`src/rtl/bf16_sched_pkg.sv`:
```
// Shared defaults and types for the bf16 multiplier scheduler.
package bf16_sched_pkg;

    localparam int NUM_REQ_DEFAULT = 4;
    localparam int MUL_LAT_DEFAULT = 1;

    typedef logic [15:0] bf16_t;
    typedef logic [$clog2(NUM_REQ_DEFAULT)-1:0] req_id_t;

    localparam bf16_t BF16_ZERO = 16'h0000;

endpackage

```
`src/rtl/bf16_mul_sched_rr_arbiter.sv`:
```
// Round-robin arbiter: grants the first requester found searching upward from ptr_i.
module rr_arbiter #(
    parameter  int N   = 4,
    localparam int IdW = $clog2(N)
) (
    input  logic [N-1:0]   req_i,
    input  logic [IdW-1:0] ptr_i,
    output logic [N-1:0]   gnt_o,
    output logic [IdW-1:0] idx_o
);

    always_comb begin
        int   cand;
        logic found;
        gnt_o = '0;
        idx_o = '0;
        found = 1'b0;
        cand  = 0;
        for (int k = 0; k < N; k++) begin
            cand = int'(ptr_i) + k;
            if (cand >= N) begin
                cand = cand - N;
            end
            if (!found && req_i[cand]) begin
                found       = 1'b1;
                gnt_o[cand] = 1'b1;
                idx_o       = cand[IdW-1:0];
            end
        end
    end

endmodule

```
`src/rtl/bf16_mul_sched.sv`:
```
// Shares one external fixed-latency bf16 multiplier among NUM_REQ requesters,
// routing each product back to its requester's response buffer.
module bf16_mul_sched
    import bf16_sched_pkg::*;
#(
    parameter  int NUM_REQ = NUM_REQ_DEFAULT,
    parameter  int MUL_LAT = MUL_LAT_DEFAULT,
    localparam int IdW     = $clog2(NUM_REQ)
) (
    input  logic                clk_i,
    input  logic                rst_ni,
    input  logic [NUM_REQ-1:0]  req_valid_i,
    output logic [NUM_REQ-1:0]  req_ready_o,
    input  bf16_t [NUM_REQ-1:0] req_a_i,
    input  bf16_t [NUM_REQ-1:0] req_b_i,
    output logic [NUM_REQ-1:0]  rsp_valid_o,
    input  logic [NUM_REQ-1:0]  rsp_ready_i,
    output bf16_t [NUM_REQ-1:0] rsp_data_o,
    output bf16_t               mul_a_o,
    output bf16_t               mul_b_o,
    input  bf16_t               mul_res_i,
    input  logic                flush_i,
    output logic                busy_o
);

    logic [NUM_REQ-1:0]  inFlight_q, inFlight_d;
    logic [NUM_REQ-1:0]  rspValid_q, rspValid_d;
    bf16_t [NUM_REQ-1:0] rspData_q;
    logic [IdW-1:0]      rrPtr_q, rrPtr_d;

    logic [NUM_REQ-1:0]  eligible;
    logic [NUM_REQ-1:0]  grantVec;
    logic [NUM_REQ-1:0]  captureVec;
    logic [IdW-1:0]      grantIdx;
    logic                grantValid;
    logic                tagOutValid;
    logic [IdW-1:0]      tagOutId;

    // Reset and flush both mask the request vector so nothing issues in those cycles.
    assign eligible = req_valid_i & ~(inFlight_q | rspValid_q)
                    & {NUM_REQ{rst_ni & ~flush_i}};

    rr_arbiter #(.N(NUM_REQ)) u_arb (
        .req_i (eligible),
        .ptr_i (rrPtr_q),
        .gnt_o (grantVec),
        .idx_o (grantIdx)
    );

    assign grantValid  = |grantVec;
    assign req_ready_o = grantVec;
    assign mul_a_o     = grantValid ? req_a_i[grantIdx] : BF16_ZERO;
    assign mul_b_o     = grantValid ? req_b_i[grantIdx] : BF16_ZERO;

    // The tag pipeline tracks which requester owns the product emerging from the multiplier.
    generate
        if (MUL_LAT == 0) begin : g_no_pipe
            assign tagOutValid = grantValid;
            assign tagOutId    = grantIdx;
        end else begin : g_pipe
            logic [MUL_LAT-1:0]          tagValid_q;
            logic [MUL_LAT-1:0][IdW-1:0] tagId_q;

            always_ff @(posedge clk_i or negedge rst_ni) begin
                if (!rst_ni) begin
                    tagValid_q <= '0;
                    tagId_q    <= '0;
                end else if (flush_i) begin
                    tagValid_q <= '0;
                end else begin
                    tagValid_q[0] <= grantValid;
                    tagId_q[0]    <= grantIdx;
                    for (int s = 1; s < MUL_LAT; s++) begin
                        tagValid_q[s] <= tagValid_q[s-1];
                        tagId_q[s]    <= tagId_q[s-1];
                    end
                end
            end

            assign tagOutValid = tagValid_q[MUL_LAT-1];
            assign tagOutId    = tagId_q[MUL_LAT-1];
        end
    endgenerate

    always_comb begin
        captureVec = '0;
        if (tagOutValid && !flush_i) begin
            captureVec[tagOutId] = 1'b1;
        end
    end

    always_comb begin
        inFlight_d = (inFlight_q | grantVec) & ~captureVec;
        rspValid_d = (rspValid_q & ~rsp_ready_i) | captureVec;
        rrPtr_d    = rrPtr_q;
        if (grantValid) begin
            rrPtr_d = (grantIdx == IdW'(NUM_REQ - 1)) ? '0 : grantIdx + 1'b1;
        end
        if (flush_i) begin
            inFlight_d = '0;
            rspValid_d = '0;
        end
    end

    always_ff @(posedge clk_i or negedge rst_ni) begin
        if (!rst_ni) begin
            inFlight_q <= '0;
            rspValid_q <= '0;
            rspData_q  <= '0;
            rrPtr_q    <= '0;
        end else begin
            inFlight_q <= inFlight_d;
            rspValid_q <= rspValid_d;
            rrPtr_q    <= rrPtr_d;
            if (tagOutValid && !flush_i) begin
                rspData_q[tagOutId] <= mul_res_i;
            end
        end
    end

    assign rsp_valid_o = rspValid_q;
    assign rsp_data_o  = rspData_q;
    assign busy_o      = (|inFlight_q) | (|rspValid_q);

endmodule

```
`config.mk`:
```
export PLATFORM = sky130hd
export DESIGN_NAME = bf16_mul_sched
export DESIGN_NICKNAME = d
export VERILOG_FILES = /design/src/rtl/bf16_sched_pkg.sv /design/src/rtl/bf16_mul_sched_rr_arbiter.sv /design/src/rtl/bf16_mul_sched.sv
export SDC_FILE = /design/constraint.sdc
export NUM_CORES = 1
export LEC_CHECK = 0
export BUFFER_PORTS_ARGS = -buffer_cell sky130_fd_sc_hd__buf_2
export CAP_MARGIN = 25
export CORE_ASPECT_RATIO = 1.25
export CORE_MARGIN = 4
export CORE_UTILIZATION = 44
export CTS_CLUSTER_DIAMETER = 150
export DETAILED_ROUTE_END_ITERATION = 8
export PLACE_DENSITY = 0.87
export SETUP_SLACK_MARGIN = 0.4
export SLEW_MARGIN = 20
export SYNTH_ARGS = -nofsm -noshare
export SYNTH_HDL_FRONTEND = slang
export SYNTH_SLANG_ARGS = --single-unit
```
`constraint.sdc`:
```
create_clock -name clk_i -period 4.3 [get_ports clk_i]
set_input_delay 0.645 -clock clk_i [delete_from_list [all_inputs] [get_ports clk_i]]
set_output_delay 0.645 -clock clk_i [all_outputs]
set_load 0.02 [all_outputs]
```
## After elaboration in Yosys (flattened, before gate mapping)

Index checks and enable logic that the tools add are counted.

| operators by class | value |
|---|---|
| add/sub/neg operators | 8 |
| $mul | 0 |
| divide/modulo/power cells | 0 |
| $lt $le $gt $ge | 15 |
| eq/ne operators | 1 |
| shift-type cells | 0 |
| multiplexer cells | 51 |
| bitwise operators | 16 |
| reductions and logical operators | 16 |

Operator list:

| kind | number |
|---|---|
| $ge A32 B1 Y1 const B | 4 |
| $lt A32 B4 Y1 const B | 4 |
| $mux W32 | 4 |
| $ge A32 B4 Y1 const B | 3 |
| $sub A32 B4 Y32 const B | 3 |
| $mux W16 | 5 |
| $bmux W16 S2 | 2 |
| $bwmux W64 | 1 |
| $demux W16 S2 | 1 |
| $mux W4 | 7 |
| $or A4 B4 Y4 | 6 |
| $mux W1 | 17 |
| $and A4 B4 Y4 | 4 |
| $not A4 Y4 | 3 |
| $reduce_or A4 Y1 | 3 |
| $demux W1 S2 | 5 |
| $mux W2 | 5 |
| $logic_and A1 B1 Y1 | 9 |
| $bmux W1 S2 | 4 |
| $add A2 B2 Y3 const B | 2 |
| $lt A2 B3 Y1 const B | 2 |
| $logic_not A1 Y1 | 4 |
| $sub A2 B3 Y4 const B | 1 |
| $add A2 B1 Y3 const B | 1 |
| other kinds (7) | 7 |

| storage, ports and cells | value |
|---|---|
| bits in registers | 77 |
| latch bits | 0 |
| RAM bits | 0 |
| memory bits (read-only) | 0 |
| bits of input ports | 155 |
| memories kept | 0 |

## Longest topological paths before layout

Gate-level depths: netlist of run 1.

| depth | value |
|---|---|
| word-level depth | 20 |
| gate-level depth with buffers | 12 |

## Modules after synthesis

A second synthesis of run 1 with hierarchy kept.

| second synthesis, totals | value |
|---|---|
| cell total of the unflattened synthesis | 314 |
| area total of the unflattened synthesis | 4460.5 um^2 |

Modules (own cells, without submodules):

| module | times used | cells an instance | area each (um^2) | sequential area each (um^2) |
|---|---|---|---|---|
| bf16_mul_sched | 1 | 263 | 3982.6 | 1926.8 |
| rr_arbiter | 1 | 51 | 478.0 | 0.0 |

## Worst setup path before layout of run 1

Ideal clock, no wire load.

| timing | value |
|---|---|
| kind | reg-to-output |
| start | reg rrPtr_q[0] |
| end | out mul_a_o[0] |
| data arrival time | 3283 ps |
| setup slack | 372 ps |
| stages on the path, launching flop included | 12 |
| cells stage by stage | dfrtp_1 -> buf_2 -> clkinv_1 -> ha_1 -> clkinv_1 -> nand4_1 -> a22oi_1 -> nor4_2 -> a221o_1 -> nor4_4 -> buf_2 -> nor2b_1 |

RTL lines:

| element | RTL line | source |
|---|---|---|
| start: declaration | bf16_mul_sched.sv:29 | `logic [IdW-1:0] rrPtr_q, rrPtr_d;` |
| start signal: assignment | bf16_mul_sched.sv:114 | `rrPtr_q <= rrPtr_d;` |
| branches (longest 14 deep; another with $sub A32 B4 Y32) | - |  |
| $mux W4 (*) | bf16_mul_sched_rr_arbiter.sv:24 | `if (!found && req_i[cand]) begin` |
| named net req_ready_o[0] | bf16_mul_sched.sv:13 | `output logic [NUM_REQ-1:0] req_ready_o,` |
| $reduce_or A4 Y1 (*) | bf16_mul_sched.sv:50 | `assign grantValid = \|grantVec;` |
| $mux W16 (*) | bf16_mul_sched.sv:52 | `assign mul_a_o = grantValid ? req_a_i[grantIdx] : BF16_ZERO;` |
| end: declaration | bf16_mul_sched.sv:19 | `output bf16_t mul_a_o,` |

Mark *: on every way through the listed nets, which the timed path passes. The select of a mux whose other input is x is not followed.

## Worst setup path after layout of run 1

| timing | value |
|---|---|
| start | in flush_i |
| end | out mul_b_o[3] |

| between the ends | value |
|---|---|
| cells in the longest elaborated chain, start to end | 19 |

RTL lines:

| element | RTL line | source |
|---|---|---|
| start: declaration | bf16_mul_sched.sv:22 | `input logic flush_i,` |
| $not A1 Y1 (*) | bf16_mul_sched.sv:41 | `& {NUM_REQ{rst_ni & ~flush_i}};` |
| $and A1 B1 Y1 (*) | bf16_mul_sched.sv:41 |  |
| $and A4 B4 Y4 (*) | bf16_mul_sched.sv:41 |  |
| $bmux W1 S2 | bf16_mul_sched_rr_arbiter.sv:24 |  |
| $mux W1 (not written as such) (2 in a row) | bf16_mul_sched_rr_arbiter.sv:24 |  |
| $mux W1 | bf16_mul_sched_rr_arbiter.sv:24 |  |
| $logic_not A1 Y1 | bf16_mul_sched_rr_arbiter.sv:24 |  |
| $logic_and A1 B1 Y1 | bf16_mul_sched_rr_arbiter.sv:24 |  |
| (+2 left out) | - |  |
| $logic_and A1 B1 Y1 | bf16_mul_sched_rr_arbiter.sv:24 |  |
| $mux W1 | bf16_mul_sched_rr_arbiter.sv:24 |  |
| $logic_not A1 Y1 | bf16_mul_sched_rr_arbiter.sv:24 |  |
| $logic_and A1 B1 Y1 | bf16_mul_sched_rr_arbiter.sv:24 |  |
| $mux W2 | bf16_mul_sched_rr_arbiter.sv:24 |  |
| $bmux W16 S2 | bf16_mul_sched.sv:53 | `assign mul_b_o = grantValid ? req_b_i[grantIdx] : BF16_ZERO;` |
| $mux W16 (not written as such) | bf16_mul_sched.sv:53 |  |
| $mux W16 (*) | bf16_mul_sched.sv:53 |  |
| end: declaration | bf16_mul_sched.sv:20 | `output bf16_t mul_b_o,` |

Every way passes the cells marked *; elsewhere a longest branch is shown, timed or not. The select of a mux whose other input is x is not followed.

==> impl_metrics.tcl, run 1 <==
set metrics [dict create \
    run_status "completed" \
    antenna_found_initial 1 \
    placement.io_buffers 259 \
    power.static_leakage_nw 3.269 \
    timing_worst_setup_path_type "in -> out" \
    post_dp_cell_area_um2 5973 \
    post_placement_worst_setup_slack_ns 0.2332 \
    maxCapViolations 0 \
    finalHoldWorstSlack_ns 0.4805 \
    synth_warnings 0 \
    crit_path_start "flush_i" \
    synth-compound-area-share 0.06049 \
    path_max_fanout 5 \
    synth_top_cell_by_area "sky130_fd_sc_hd__dfrtp_1" \
    synth_area_um2 4427 \
    finalMaxSlewViolations 0 \
    synth-async-reset-ratio 1.000 \
    grt_setup_unrepaired "true" \
    viasPerCell 5.594 \
    synth_simple_gate_area_frac 0.1063 \
    max_slew_margin 0.3702 \
    clkSlewWorstSetupHoldPaths_ns 0.05 \
    power.density_nw_per_um2 1017 \
    synth.area.top_cells "sky130_fd_sc_hd__dfrtp_1 (44%), sky130_fd_sc_hd__mux4_2 (17%), sky130_fd_sc_hd__mux2_2 (17%)" \
    num_vias 4207 \
    share_of_the_synthesized_netlist_area_taken_by_xor_and_xnor_gates 0.001979 \
    share_of_cells_above_drive_strength_1 0.6960 \
    cts_root_buf "sky130_fd_sc_hd__clkbuf_16" \
    period_share 0.9056 \
    synthTopCellsByCount "sky130_fd_sc_hd__dfrtp_1 (77), sky130_fd_sc_hd__mux2_2 (65), sky130_fd_sc_hd__mux4_2 (33), sky130_fd_sc_hd__nor2b_1 (33), sky130_fd_sc_hd__nor2_1 (12)" \
    drt_pre_antenna_iters 4 \
    synthesis_to_finish_area_growth_pct 49.35 \
    finClkSkew_ns 0.005278 \
    worst_path_cell_with_the_longest_stage_delay "sky130_fd_sc_hd__a221o_1" \
    worst_hold_path_type "reg -> reg" \
    ys.flop_type "sky130_fd_sc_hd__dfrtp_1" \
    ant_nets 0 \
    floorplan.initialDensity 0.4559 \
    finalHoldViolCount 0 \
    vdd_ir_drop_max_mv 0.5932 \
    floorplan.die.width_um 97.72 \
    clock.fmax_ghz 0.2568 \
    ctsHtreeMaxLevel 3 \
    setup-tns-final_ns 0 \
    sequential_share_of_the_synthesized_area 0.4353 \
    finish.instance_area_um2 6611 \
    dp.final_hpwl_mm 11.75 \
    setup_ws_ns 0.4059 \
    die_area_um2 11740 \
    cp_cell_sequence "buf_2 > nor4b_4 > and2_4 > mux4_2 > buf_4 > nor4_2 > buf_4 > a221o_1 > nor4_4 > buf_4 > buf_6 > nor2b_1 > buf_4" \
    synth.top_cell.area_share 0.4353 \
    detail_route.wirelength_mm 15.56 \
    grt_overflow_total 0 \
    slowest_cell_delay_on_critical_path_ns 0.40 \
    syn_avg_cell_area_um2 13.41 \
    placementRows 40 \
    timing.final.setup_violations 0 \
    worst-endpoint-required_ns 3.65 \
    first_iter_violations 179 \
    boundaryPins 260 \
    grt_pass1_wl_mm 23.71 \
    die_height_um 120.1 \
    ys_seq_elements 77 \
    clock_insertion_delay_worst_skew_ns 0.33 \
    number_of_synthesized_flops_with_an_enable_pin 0 \
    muxShareOfSynthArea 0.3471 \
    groute.usage.overall 0.2571 \
    yosysUniqueCellTypes 42 \
    worst_hold_startpoint "g_pipe.tagValid_q" \
    timing.critical_path.mode_cell "sky130_fd_sc_hd__buf_4" \
    worstMarginPinSlew_ns 0.9448 \
    period_minus_slack_ns 3.894 \
    first_global_vias 4531 \
    r2r-start "rrPtr_q[0]" \
    cp.arrival_ns 3.25 \
    clock_sinks 77 \
    place.gp.congestion 0.9483 \
    synth_fa_ha_area_frac 0.01696 \
    cts_made_buffers 9 \
    post_drt_wl_per_cell_um 20.69 \
    placeable_core_region_um2 9709 \
    max_clock_buf_depth 2 \
    nets 781 \
    syn-instance-count 330 \
    critPathLaunchType "input pin" \
    cts_tree "built" \
    largest_family_of_logic_cells_by_synthesized_area "multiplexers" \
    synthesis.nets 491 \
    drc 0 \
    cell_with_the_most_instances_after_synthesis "sky130_fd_sc_hd__dfrtp_1" \
    worst_setup_path_end_kind "primary output" \
    grt_max_degree 78 \
]
## layout make-up
class,instances,area [um2]
clock inverters,4,45.04
repair buffers,298,1708
clock buffers,12,266.5
flip-flops and latches,77,1927
well taps,126,157.7
diodes,1,2.502
fillers,694,3098
multi-input cells,225,2465
inverters,9,40.04
## report_power, final
part | internal (mW) | switching (mW) | total (mW)
Combinational | 2.17 | 2.52 | 4.69
Clock | 0.493 | 0.275 | 0.768
Sequential | 1.07 | 0.194 | 1.26
## flip-flops by register name, indices dropped and copies added, names as in the netlist
name               flops
g_pipe.tagValid_q      1
rrPtr_q                2
g_pipe.tagId_q         2
rsp_data_o            64
inFlight_q             4
rsp_valid_o            4
## final timing paths
| path | depth (start not counted) | to | slack, ns |
|---|---|---|---|
| worst max-delay path | 13 | mul_b_o[3] | 0.41 |
| min in group asynchronous | 2 | rsp_data_o[39] | 0.61 |
| worst min-delay path | 1 | inFlight_q[3] | 0.48 |
| worst min register to register | 1 | inFlight_q[3] | 0.48 |
| max in group asynchronous | 2 | rsp_data_o[25] | 3.05 |
| worst max register to register | 13 | rrPtr_q[0] | 1.05 |
## kinds of logic after synthesis
logic type / after synthesis
xor gates and xnor gates: 1
AOI/OAI and AO/OA: 34
buffers and inverters: 28
adders and majority gates: 6
DFF: 77
muxes: 104
and+or+nand+nor: 80
## per-layer routing
layer  part of all wire  GRT usage
met1               0.33     0.2646
met2               0.53     0.4726
met3               0.10    0.08779
met4              0.034     0.1065
met5                  0          0
## worst max-delay path, delay by kind of cell
kind                   cells  cell delay, ns
AND/OR/NAND/NOR            5            1.01
AO/OA/AOI/OAI              1            0.40
buffers and inverters      6            0.85
multiplexers               1            0.32
## cells in the final DEF (no fill, tap or decap), drive strengths merged, types with 2 or more instances in the layout
cell type  Yosys  routed
a211oi         2       2
a21oi         11      11
a221o          4       4
a221oi         2       2
a311oi         3       3
a31oi          3       3
a41oi          2       2
and3           3       3
buf           12     298
clkbuf         7      12
clkinv         2       5
dfrtp         77      77
ha             6       6
inv            7       7
mux2          66      66
mux2i          5       5
mux4          33      33
nand2          4       4
nand2b         2       2
nand3          8       8
nand4          5       5
nor2          12      12
nor2b         33      33
nor3           8       8
nor4           2       2
o21ai          2       2
## metrics by stage
step,power [mW],instances,util
finish,6.721,752,0.6809
global route,7.109,752,0.6809
CTS,6.628,745,0.6732
detailed placement,5.482,714,0.6152
global placement,5.363,714,0.6152
floorplan,4.116,330,-
## timing repair
action	CTS	global route
pin swaps	6	4
setup buffers	13	6
setup endpoints to repair	32	32
gates resized for setup	20	9
hold buffers	0	0
cloned	2	0
endpoints found under the hold margin	0	0
No activity file was read; power rests on OpenSTA's default activity.
==> run 2, diff against run 1 <==
--- a/config.mk
+++ b/config.mk
@@ -7,9 +7,11 @@
 export LEC_CHECK = 0
 export BUFFER_PORTS_ARGS = -buffer_cell sky130_fd_sc_hd__buf_2
 export CAP_MARGIN = 25
+export CELL_PAD_IN_SITES_DETAIL_PLACEMENT = 1
+export CELL_PAD_IN_SITES_GLOBAL_PLACEMENT = 1
 export CORE_ASPECT_RATIO = 1.25
 export CORE_MARGIN = 4
-export CORE_UTILIZATION = 44
+export CORE_UTILIZATION = 33
 export CTS_CLUSTER_DIAMETER = 150
 export DETAILED_ROUTE_END_ITERATION = 8
 export PLACE_DENSITY = 0.87
==> run 2 against run 1 <==
  * Die area up 31%
  * Flip-flop and latch count unchanged
  * Design area up 9.5%
  * Combinational power up 27%
  * Critical path depth up 1
  * Register-to-register slack better by 0.07 ns
  * Routed wire length up 35%
  * Hold slack worse by 0.13 ns
  * Count of clock-buffer cells in the layout down 2
  * Critical path type is now reg -> out
  * Critical endpoint is now mul_a_o[7]
  * Highest routed layer unchanged
==> impl_metrics.tcl, run 2 (synthesis gave the netlist of run 1 again) <==
set metrics [dict create \
    drt_pre_antenna_iters 4 \
    worst-r2r-setup-slack_ns 1.12 \
    ctsHtreeMaxLevel 3 \
    finClkSkew_ns 0.006678 \
    detail_route.wirelength_mm 21.03 \
    cts_made_buffers 9 \
    drc 0 \
    post_drt_wl_per_cell_um 25.37 \
    antenna_found_initial 1 \
    critPathLaunchType "flop" \
    max_clock_buf_depth 2 \
    boundaryPins 260 \
    nets 814 \
    dp.final_hpwl_mm 13.40 \
    path_max_fanout 7 \
    setup_ws_ns 0.3203 \
    timing_worst_setup_path_type "reg -> out" \
    vdd_ir_drop_max_mv 0.6040 \
    ant_nets 0 \
    r2r-start "rsp_valid_o[3]" \
    clkSlewWorstSetupHoldPaths_ns 0.06 \
    worst_hold_path_type "in -> async" \
    p_sw_mw 3.598 \
    finalHoldViolCount 0 \
    post_placement_worst_setup_slack_ns -0.0003197 \
    ff2ff_path_depth 12 \
    critical_path.endpoint "mul_a_o[7]" \
    instance_count_on_the_critical_path 14 \
    finalHoldWorstSlack_ns 0.3534 \
    seqCellArea_um2 1928 \
    placement.io_buffers 259 \
    layout.filler_cells 1420 \
    first_iter_violations 275 \
    worst_setup_path_end_kind "primary output" \
    die_height_um 137.5 \
    fin_util 0.5496 \
    floorplan.initialDensity 0.3361 \
    grt_max_degree 48 \
    cts_root_buf "sky130_fd_sc_hd__clkbuf_16" \
    worstPathBufferInverterCount 7 \
    cts_tree "built" \
    clock_insertion_delay_worst_skew_ns 0.33 \
    cp.arrival_ns 3.33 \
    clock.fmax_ghz 0.2513 \
    timing.rr.end "rrPtr_q[0]" \
    power.static_leakage_nw 3.556 \
    largest_register_ff_count 64 \
    timing.final.setup_violations 0 \
    max_slew_margin 0.4133 \
    fin_total_pwr_mw 8.103 \
    pwr-share-clk 0.106 \
    power.density_nw_per_um2 1119 \
    met1_length_mm 7.402 \
    slowest_cell_delay_on_critical_path_ns 0.43 \
    grt_overflow_total 0 \
    first_global_vias 4720 \
    power.share.switching 0.4440 \
    pwr-share-seq 0.159 \
    cell_internal_pwr_mw 4.505 \
    final_common_cell "sky130_fd_sc_hd__buf_2" \
    finalMaxSlewViolations 0 \
    layout_common_cells "sky130_fd_sc_hd__buf_2 (238), sky130_fd_sc_hd__dfrtp_1 (76), sky130_fd_sc_hd__buf_4 (70)" \
    placeable_core_region_um2 13170 \
    maxCapViolations 0 \
    placementRows 47 \
    grt_pass1_wl_mm 27.59 \
    die_area_um2 15340 \
    detailroute.wirelength.met2_mm 11.29 \
    comb_power_share 0.735 \
    groute.usage.overall 0.2344 \
    cp_cell_sequence "nor4b_4 > buf_4 > a31oi_4 > a22o_4 > buf_4 > buf_4 > o21ai_2 > a31oi_4 > buf_6 > buf_12 > clkbuf_16 > mux4_2 > nor2b_1 > buf_2" \
    detailroute.wirelength.met3_mm 1.860 \
    clock_sinks 77 \
    synthesis_to_finish_area_growth_pct 63.54 \
    cts_hold_buffers 0 \
    crit_path_start "rsp_valid_o[3]" \
    maxUsedRoutingLayer "met4" \
    worst_path_cell_with_the_longest_stage_delay "sky130_fd_sc_hd__dfrtp_2" \
    num_vias 4462 \
    timing.critical_path.mode_cell "sky130_fd_sc_hd__buf_4" \
    finish.instance_area_um2 7239 \
    period_share 0.9255 \
    post_dp_cell_area_um2 6127 \
    share_of_cells_above_drive_strength_1 0.7397 \
    worstMarginPinSlew_ns 0.8800 \
    run_status "completed" \
    worst-endpoint-required_ns 3.65 \
    viasPerCell 5.382 \
    place.gp.congestion 0.9641 \
    period_minus_slack_ns 3.980 \
    grt_setup_unrepaired "true" \
    crit_family "buffers and inverters" \
    floorplan.die.width_um 111.6 \
    multi_input_logic_area_um2 2597 \
]
-- run 2: final cells by class --
cell class	instances	share of cell area
flip-flops and latches	77	0.2663
repair buffers	331	0.2943
multi-input cells	225	0.3588
diodes	1	0.0003457
well taps	171	0.02955
clock inverters	5	0.01383
inverters	9	0.005185
clock buffers	10	0.03163
-- run 2: metal layers --
metal	GRT usage	vias to the layer above
met1	0.2534	2243
met3	0.08172	37
met2	0.4336	277
met5	0	-
met4	0.06964	0
li1	-	1905
-- run 2: worst min-delay path by stage --
stage / to / cells past startpoint
final: rsp_data_o[55] / 2
after global routing: rsp_data_o[7] / 2
after CTS: rsp_data_o[7] / 2
after detailed placement: inFlight_q[3] / 1
after global placement: inFlight_q[3] / 1
after floorplan: g_pipe.tagId_q[0] / 0
-- run 2: what timing repair did --
item	4_1_cts	5_1_grt
resized for setup	36	54
pin swaps	10	16
cloned	4	5
buffers inserted	17	15
endpoints found under the setup margin	32	32
-- run 2: power groups by stage --
stage / Combinational [mW] / Sequential [mW] / Clock (mW)
floorplan: 2.50 / 1.61 / 0
global placement: 4.34 / 1.23 / 0
detailed placement: 4.45 / 1.26 / 0
CTS: 5.14 / 1.27 / 0.851
global route: 6.26 / 1.33 / 0.898
finish: 5.96 / 1.29 / 0.855
-- run 2: through the flow --
step                setup TNS, ns  std cells
floorplan                       0        330
global placement                0        772
detailed placement     -0.0003197        772
CTS                             0        808
global route                    0        829
finish                          0        829
